==> config.mk <==
export PLATFORM = sky130hd
export DESIGN_NAME = frequency_meter
export DESIGN_NICKNAME = d
export VERILOG_FILES = /design/src/rtl/definitions.sv /design/src/rtl/frequency_meter_edge_detector.sv /design/src/rtl/frequency_meter.sv
export SDC_FILE = /design/constraint.sdc
export NUM_CORES = 1
export LEC_CHECK = 0
export BUFFER_PORTS_ARGS = -buffer_cell sky130_fd_sc_hd__buf_2
export CORE_MARGIN = 2
export CORE_UTILIZATION = 50
export DETAILED_ROUTE_END_ITERATION = 8
export GPL_TIMING_DRIVEN = 1
export PLACE_DENSITY = 0.71
export SETUP_SLACK_MARGIN = 0.05
export SLEW_MARGIN = 20
export SYNTH_ARGS = -nofsm -noshare
export SYNTH_HDL_FRONTEND = slang
export SYNTH_SLANG_ARGS = --single-unit
==> constraint.sdc <==
create_clock -name clock -period 4.1 [get_ports clock]
set_input_delay 0.615 -clock clock [delete_from_list [all_inputs] [get_ports clock]]
set_output_delay 0.615 -clock clock [all_outputs]
set_load 0.05 [all_outputs]
==> src/rtl/definitions.sv <==
// Shared types, defaults and the period classifier for frequency_meter.
// Included first; imported by the meter and its edge detector.
package definitions;

  localparam int CLOCK_FREQUENCY_HZ = 50000000;

  typedef enum logic [2:0] {
    FREQ_NONE  = 3'd0,
    FREQ_1HZ   = 3'd1,
    FREQ_2HZ   = 3'd2,
    FREQ_5HZ   = 3'd3,
    FREQ_10HZ  = 3'd4,
    FREQ_OTHER = 3'd5
  } measured_frequency_t;

  typedef enum logic {
    IDLE    = 1'b0,
    MEASURE = 1'b1
  } frequency_meter_state_t;

  function automatic logic in_band(
    logic [63:0] p,
    logic [63:0] nom,
    logic [63:0] tol
  );
    return ((p + tol) >= nom) && (p <= (nom + tol));
  endfunction

  function automatic measured_frequency_t classify_period(
    logic [63:0] p,
    logic [63:0] clk_hz,
    logic [63:0] tol
  );
    if (in_band(p, clk_hz, tol))
      return FREQ_1HZ;
    else if (in_band(p, clk_hz / 2, tol))
      return FREQ_2HZ;
    else if (in_band(p, clk_hz / 5, tol))
      return FREQ_5HZ;
    else if (in_band(p, clk_hz / 10, tol))
      return FREQ_10HZ;
    else
      return FREQ_OTHER;
  endfunction

endpackage

==> src/rtl/frequency_meter_edge_detector.sv <==
// Two-flop synchronizer plus a registered rising-edge strobe.
// The strobe appears three clocks after signal_in rises.
module edge_detector (
  input  logic clock,
  input  logic reset_n,
  input  logic signal_in,
  output logic rising_edge_out
);

  logic meta_q;
  logic sync_q;
  logic prev_q;
  logic rise_q;

  // Synchronize, delay one more stage, register the rise.
  always_ff @(posedge clock or negedge reset_n) begin
    if (!reset_n) begin
      meta_q <= 1'b0;
      sync_q <= 1'b0;
      prev_q <= 1'b0;
      rise_q <= 1'b0;
    end else begin
      meta_q <= signal_in;
      sync_q <= meta_q;
      prev_q <= sync_q;
      rise_q <= sync_q & ~prev_q;
    end
  end

  assign rising_edge_out = rise_q;

endmodule

==> src/rtl/frequency_meter.sv <==
// Period meter with 1/2/5/10 Hz classification and timeout.
// Define FREQUENCY_METER_AVERAGE_EN to report a 4-period average.
module frequency_meter
  import definitions::*;
#(
  parameter int CLOCK_FREQUENCY_HZ = definitions::CLOCK_FREQUENCY_HZ,
  parameter int PERIOD_WIDTH       = 32,
  parameter int TOLERANCE_CYCLES   = CLOCK_FREQUENCY_HZ / 1000,
  parameter int TIMEOUT_CYCLES     = 2 * CLOCK_FREQUENCY_HZ
) (
  input  logic                    clock,
  input  logic                    reset_n,
  input  logic                    enable,
  input  logic                    signal_in,
  output logic [PERIOD_WIDTH-1:0] period_out,
  output measured_frequency_t     frequency_out,
  output logic                    valid_out,
  output logic                    timeout_out
);

  localparam logic [PERIOD_WIDTH-1:0] ONE =
    PERIOD_WIDTH'(1);
  localparam logic [PERIOD_WIDTH-1:0] TO_LAST =
    PERIOD_WIDTH'(TIMEOUT_CYCLES - 1);

  frequency_meter_state_t  state_q, state_d;
  logic [PERIOD_WIDTH-1:0] cnt_q, cnt_d;
  logic [PERIOD_WIDTH-1:0] period_q, period_d;
  measured_frequency_t     freq_q, freq_d;
  logic                    valid_q, valid_d;
  logic                    timeout_q, timeout_d;

  logic                    edge_seen;
  logic [PERIOD_WIDTH-1:0] meas;
  logic [PERIOD_WIDTH-1:0] rep_period;
  logic                    rep_ok;

  edge_detector u_edge (
    .clock           (clock),
    .reset_n         (reset_n),
    .signal_in       (signal_in),
    .rising_edge_out (edge_seen)
  );

  assign meas = cnt_q + ONE;

`ifdef FREQUENCY_METER_AVERAGE_EN
  logic [PERIOD_WIDTH-1:0] hist_q [3];
  logic [1:0]              nhist_q;
  logic [PERIOD_WIDTH+1:0] sum;

  // Average the new period with the three before it.
  always_comb begin
    sum = {2'b00, meas}
        + {2'b00, hist_q[0]}
        + {2'b00, hist_q[1]}
        + {2'b00, hist_q[2]};
    rep_period = sum[PERIOD_WIDTH+1:2];
    rep_ok     = (nhist_q == 2'd3);
  end

  // Period history; emptied whenever the block heads to IDLE.
  always_ff @(posedge clock or negedge reset_n) begin
    if (!reset_n) begin
      hist_q[0] <= '0;
      hist_q[1] <= '0;
      hist_q[2] <= '0;
      nhist_q   <= 2'd0;
    end else if (state_d == IDLE) begin
      hist_q[0] <= '0;
      hist_q[1] <= '0;
      hist_q[2] <= '0;
      nhist_q   <= 2'd0;
    end else if (state_q == MEASURE && edge_seen) begin
      hist_q[2] <= hist_q[1];
      hist_q[1] <= hist_q[0];
      hist_q[0] <= meas;
      if (nhist_q != 2'd3)
        nhist_q <= nhist_q + 2'd1;
    end
  end
`else
  // Single-period reporting.
  always_comb begin
    rep_period = meas;
    rep_ok     = 1'b1;
  end
`endif

  // Next state, counter and output updates.
  always_comb begin
    state_d   = state_q;
    cnt_d     = cnt_q;
    period_d  = period_q;
    freq_d    = freq_q;
    valid_d   = 1'b0;
    timeout_d = 1'b0;
    if (!enable) begin
      state_d = IDLE;
      cnt_d   = '0;
    end else begin
      unique case (state_q)
        IDLE: begin
          cnt_d = '0;
          if (edge_seen)
            state_d = MEASURE;
        end
        MEASURE: begin
          if (edge_seen) begin
            cnt_d = '0;
            if (rep_ok) begin
              period_d = rep_period;
              freq_d   = classify_period(
                64'(rep_period),
                64'(CLOCK_FREQUENCY_HZ),
                64'(TOLERANCE_CYCLES));
              valid_d  = 1'b1;
            end
          end else if (cnt_q == TO_LAST) begin
            state_d   = IDLE;
            cnt_d     = '0;
            period_d  = '0;
            freq_d    = FREQ_NONE;
            timeout_d = 1'b1;
          end else begin
            cnt_d = cnt_q + ONE;
          end
        end
        default: begin
          state_d = IDLE;
          cnt_d   = '0;
        end
      endcase
    end
  end

  // State and output registers.
  always_ff @(posedge clock or negedge reset_n) begin
    if (!reset_n) begin
      state_q   <= IDLE;
      cnt_q     <= '0;
      period_q  <= '0;
      freq_q    <= FREQ_NONE;
      valid_q   <= 1'b0;
      timeout_q <= 1'b0;
    end else begin
      state_q   <= state_d;
      cnt_q     <= cnt_d;
      period_q  <= period_d;
      freq_q    <= freq_d;
      valid_q   <= valid_d;
      timeout_q <= timeout_d;
    end
  end

  assign period_out    = period_q;
  assign frequency_out = freq_q;
  assign valid_out     = valid_q;
  assign timeout_out   = timeout_q;

endmodule

# After elaboration in Yosys (flattened, before gate mapping)
# Index checks and enable logic that the tools add are counted.
# classes
add_sub_neg	2
order_cmp	8
eq_ne	1
mux	23
bitwise	3
n_reduce_logical	6
# op_table
operator	count
32-bit 2-to-1 mux	5
64-bit by 24-bit >= comparator with 1-bit output (second input constant)	1
64-bit by 25-bit >= comparator with 1-bit output (second input constant)	1
64-bit by 26-bit >= comparator with 1-bit output (second input constant)	1
32-bit one-hot mux with 2 select lines	1
32-bit by 16-bit adder with 33-bit output (second input constant)	1
33-bit by 23-bit >= comparator with 1-bit output (second input constant)	1
32-bit by 1-bit adder with 32-bit output (second input constant)	1
32-bit by 27-bit == test with 1-bit output (second input constant)	1
32-bit by 23-bit less-or-equal comparator with 1-bit output (second input constant)	1
32-bit by 24-bit less-or-equal comparator with 1-bit output (second input constant)	1
32-bit by 25-bit less-or-equal comparator with 1-bit output (second input constant)	1
32-bit by 26-bit less-or-equal comparator with 1-bit output (second input constant)	1
3-bit 2-to-1 mux	5
1-bit 2-to-1 mux	11
1-bit logical AND	4
3-bit AND reduction	1
1-bit inverter	2
1-bit one-hot mux with 2 select lines	1
2-bit nonzero test	1
1-bit AND	1
# word_totals
ff_bits	74
out_inout_bits	37
elab_cells	53

# Logic depth before layout (Yosys ltp)
# depth
depth_word	9
ltp_mapped	19
mapped_depth_nobuf	17

# By module
# A second synthesis with hierarchy kept.
# unflattened
cells_unflattened	654
hier_area_um2	5426.5
# by_module_without_submodules
module	n_inst	cells_per_inst	area_per_inst_um2
frequency_meter	1	649	5312.6
edge_detector	1	5	113.9

# Worst setup path after synthesis
# No wires, ideal clock.
# synth_path
kind	reg2reg
from	register cnt_q[0]
to	register freq_q[0], in the netlist frequency_out[0]
arrival_ps	4113
required_time_ps	3979
path_slack_ps	-134
stages_incl_launch_ff	20
path_buffers	2
path_cell_list	dfrtp_1 > ha_1 > clkbuf_1 > buf_2 > nand3_1 > xor2_1 > inv_1 > ha_1 > nor2b_1 > a21oi_1 > o32ai_1 > o21ai_1 > a21oi_1 > nor3_1 > nor4b_1 > nor3b_1 > nand4_1 > o21ai_2 > a21oi_1 > a22o_1
# synth_between
elab_chain_cells	9
# synth_rtl
item	line_no	text
start: declaration	frequency_meter.sv:27	logic [PERIOD_WIDTH-1:0] cnt_q, cnt_d;
start signal: assignment	frequency_meter.sv:148	cnt_q <= cnt_d;
32-bit by 1-bit adder with 32-bit output	frequency_meter.sv:45	assign meas = cnt_q + ONE;
32-bit by 16-bit adder with 33-bit output	definitions.sv:26	return ((p + tol) >= nom) && (p <= (nom + tol));
33-bit by 23-bit >= comparator with 1-bit output	definitions.sv:26	
1-bit logical AND	definitions.sv:26	
1-bit 2-to-1 mux	definitions.sv:40	else if (in_band(p, clk_hz / 10, tol))
3-bit 2-to-1 mux	definitions.sv:38	else if (in_band(p, clk_hz / 5, tol))
3-bit 2-to-1 mux	definitions.sv:36	else if (in_band(p, clk_hz / 2, tol))
3-bit 2-to-1 mux	definitions.sv:34	if (in_band(p, clk_hz, tol))
3-bit 2-to-1 mux	frequency_meter.sv:109	if (edge_seen) begin
end signal: assignment	frequency_meter.sv:150	freq_q <= freq_d;
end: declaration	frequency_meter.sv:29	measured_frequency_t freq_q, freq_d;
# Several ways; a longest one is shown, not always the timed one.
# A chain may end at the register's enable or synchronous reset.

# Worst setup path after layout
# layout_path
from	register cnt_q[15]
to	register freq_q[0], in the netlist frequency_out[0]
# Same word-level chain as after synthesis.

==> reports/metrics.cfg <==
[run_status]
outcome = finished, final reports clean

[placed_design]
dp_hpwl_mm = 11.2
routabilityCongestion = 0.975
dp_cells = 791
port_buffers = 40

[die]
num_io_pins = 41
core_sq_um = 9770
rows = 36
start_util_pct = 51.5
die_x_um = 104
die_area_sq_um = 10900
die_height_um = 104

[timing]
min_period_ns = 3.90
worst_pin_slew_ns = 0.907
setup_viol = 0
relSlewSlack_pct = 39.5
drv_slew = 0
hold_viol_final = 0
tns_ns = 0
min_period_over_period_pct = 95.1
fin_skew_ns = 0.00914
max_freq_mhz = 257
rsz0062_at_grt = false

[cts]
path_clk_slew_ns = 0.08
clk_latency_ns = 0.37
cts-root-buf = clkbuf_8
cts_max_level = 3
numCtsBuffers = 9
clock_sinks = 74
clockBufferDepth = 2
cts_tree = yes

[global_routing]
grt_start_max_net_pins = 75
grt_overflow_total = 0
antenna_found_initial = 0
grt_usage_pct = 27.7
grt_pass1_wl_mm = 23.9
grt_pass1_vias = 4467

[detailed_routing]
drt-wirelength-per-cell_um = 18.2
vias = 4925
ant_nets = 0
drc = 0
drt_first_pass_iters = 5
wirelength_mm = 14.8
drt_iter0_markers = 502
vias_per_cell = 6.07

[layout]
nets = 684
layout.cells.non_filler = 812
fill_cells = 884
final_cell_mix = nand2_1 (75), dfrtp_1 (69), nor2_1 (62)
num_antenna_cells = 0
drive_gt1_share_pct = 21.4
area_growth_pct = 17.1
final_common_cell = nand2_1

[synth]
synth_cell_types = 75
synth_top_family_by_area = simple AND/OR/NAND/NOR gates
synth.avg_cell_area_sq_um = 8.30
ys.flop_type = dfrtp_1
ys_seq_elements = 74
synth.net_count = 616
syn_inst = 607
muxShareOfSynthArea_pct = 0.223
synth_xor_xnor_area_share_pct = 9.36
ys_warn_count = 0
synth_edf_count = 0
synthSimpleGateAreaFrac_pct = 29.6
synth_fa_ha_area_share_pct = 1.24
async_flop_share_pct = 100
syn_area_sq_um = 5040
yosysTopAreaCellShare_pct = 36.8
synth_compound_area_share_pct = 17.8
yosys.area.top_type = dfrtp_1
synth_seq_area_share_pct = 36.8
synthTopCellsByArea = dfrtp_1 (37%), xnor2_1 (5.9%), nand2_1 (5.6%)

[worst_setup_path]
required_ns = 4.36
critical_path_class = flip-flop to flip-flop
cp.arrival_ns = 4.16
crit_fanout = 6
end_kind = flip-flop
start_kind = flip-flop

[power_and_ir_drop]
p_leak_uw = 0.00250
clockPowerShare_pct = 40.2
p_comb_share_pct = 5.5
total_power_uw = 1380
swShare_pct = 25.5
p_switching_uw = 353
cellPowerDensity_nw_per_um2 = 235
seq_power_share_pct = 54.3
ir_drop_uv = 162
intPower_uw = 1030

[worst_hold_path]
hold_class = input pin to flip-flop

[flow_run]
max_cap_violations = 0

==> worst paths after layout <==
check	from	to	slack, ns	cells past startpoint
worst max-delay path	cnt_q[15]	frequency_out[0]	0.20	10
worst max register to register	cnt_q[15]	frequency_out[0]	0.20	10
worst min-delay path	signal_in	u_edge.meta_q	0.36	1
max in group asynchronous	reset_n	cnt_q[16]	3.08	1
worst min register to register	u_edge.meta_q	u_edge.sync_q	0.36	0
min in group asynchronous	reset_n	period_out[8]	0.37	1
==> through the flow <==
| step | setup slack, ns | utilization, % | cell area [sq um] | hold WS, ns |
|---|---|---|---|---|
| global route | 0.0149 | 60.3 | 5900 | 0.352 |
| floorplan | 0.0844 | - | 5040 | 0.319 |
| CTS | 0.0598 | 58.9 | 5760 | 0.353 |
| detailed placement | 0.0713 | 57.1 | 5580 | 0.358 |
| finish | 0.202 | 60.3 | 5900 | 0.359 |
| global placement | 0.150 | 57.1 | 5580 | 0.332 |
==> kinds of logic (layout without fill, tap and decap cells) <==
| group | after synthesis | after routing |
|---|---|---|
| multiplexers | 1 | 1 |
| AO/OA/AOI/OAI | 140 | 140 |
| buffers and inverters | 53 | 125 |
| flip-flops | 74 | 74 |
| XOR/XNOR | 53 | 53 |
| AND/OR/NAND/NOR | 281 | 281 |
| adder cells (fa/ha/maj) | 5 | 5 |
==> critical path: stages (launching register included) <==
cell and delay, ns:
dfrtp_1 0.44, nand4_2 0.20, or3_4 0.44, or4_1 0.56, nor2_1 0.21, xnor2_2 0.21, nand2_1 0.13, or4b_1 0.57
or2_2 0.32, or4_1 0.52, a22o_1 0.20
==> synth_stat cells (2+ instances only) <==
cell type	instances
a211o_1	4
a211oi_1	4
a21o_1	4
a21oi_1	24
a22o_1	4
a2bb2oi_1	2
a311oi_1	3
a31o_2	3
a31oi_1	10
and2_1	6
and3_1	5
and4_1	5
buf_2	14
buf_4	5
buf_6	2
clkbuf_1	15
dfrtp_1	74
ha_1	5
inv_1	17
nand2_1	75
nand2b_1	2
nand3_1	19
nand3_2	2
nand4_1	24
nor2_1	62
nor2b_1	11
nor3_1	21
nor4_1	13
nor4b_1	5
o21a_1	2
o21ai_0	45
o21ai_1	6
o21bai_1	2
o22ai_1	2
o2bb2ai_1	2
o311ai_0	2
o31ai_1	6
or3_1	6
or4_1	7
or4b_1	2
xnor2_1	34
xor2_1	18
==> power by group through the flow <==
| stage | clock, uW | combinational, uW | sequential, uW |
|---|---|---|---|
| floorplan | 0 | 14.7 | 793 |
| global placement | 0 | 75.9 | 765 |
| detailed placement | 0 | 77.4 | 766 |
| CTS | 569 | 77.5 | 752 |
| global route | 600 | 83.3 | 753 |
| finish | 557 | 76.1 | 752 |
==> metal layers <==
layer / GRT usage (%) / share of wire [%] / vias to the layer above
met1: 40.7 / 47 / 2387
li1: - / - / 2325
met2: 41.7 / 45 / 190
met5: 0 / 0 / -
met3: 3.01 / 6.5 / 23
met4: 11.2 / 2.3 / 0
==> final cells by class <==
class | count | area, sq um | share of cell area (%)
Inverter | 17 | 63.8 | 1.08
Clock inverter | 5 | 56.3 | 0.955
Tap cell | 133 | 166 | 2.82
Sequential cell | 74 | 1860 | 31.5
Clock buffer | 10 | 128 | 2.16
Timing Repair Buffer | 93 | 601 | 10.2
Multi-Input combinational cell | 480 | 3030 | 51.3
==> what timing repair did <==
item | CTS | global route
hold buffers | 0 | 0
buffers inserted | 0 | 6
gates resized for setup | 0 | 17
endpoints found under the setup margin | 0 | 3
==> flip-flops by register name, indices dropped and copies added (netlist names) <==
name,count
frequency_out,3
valid_out,1
u_edge.prev_q,1
period_out,32
u_edge.sync_q,1
u_edge.meta_q,1
timeout_out,1
state_q,1
u_edge.rising_edge_out,1
cnt_q,32
No activity file was read; power rests on OpenSTA's default activity.
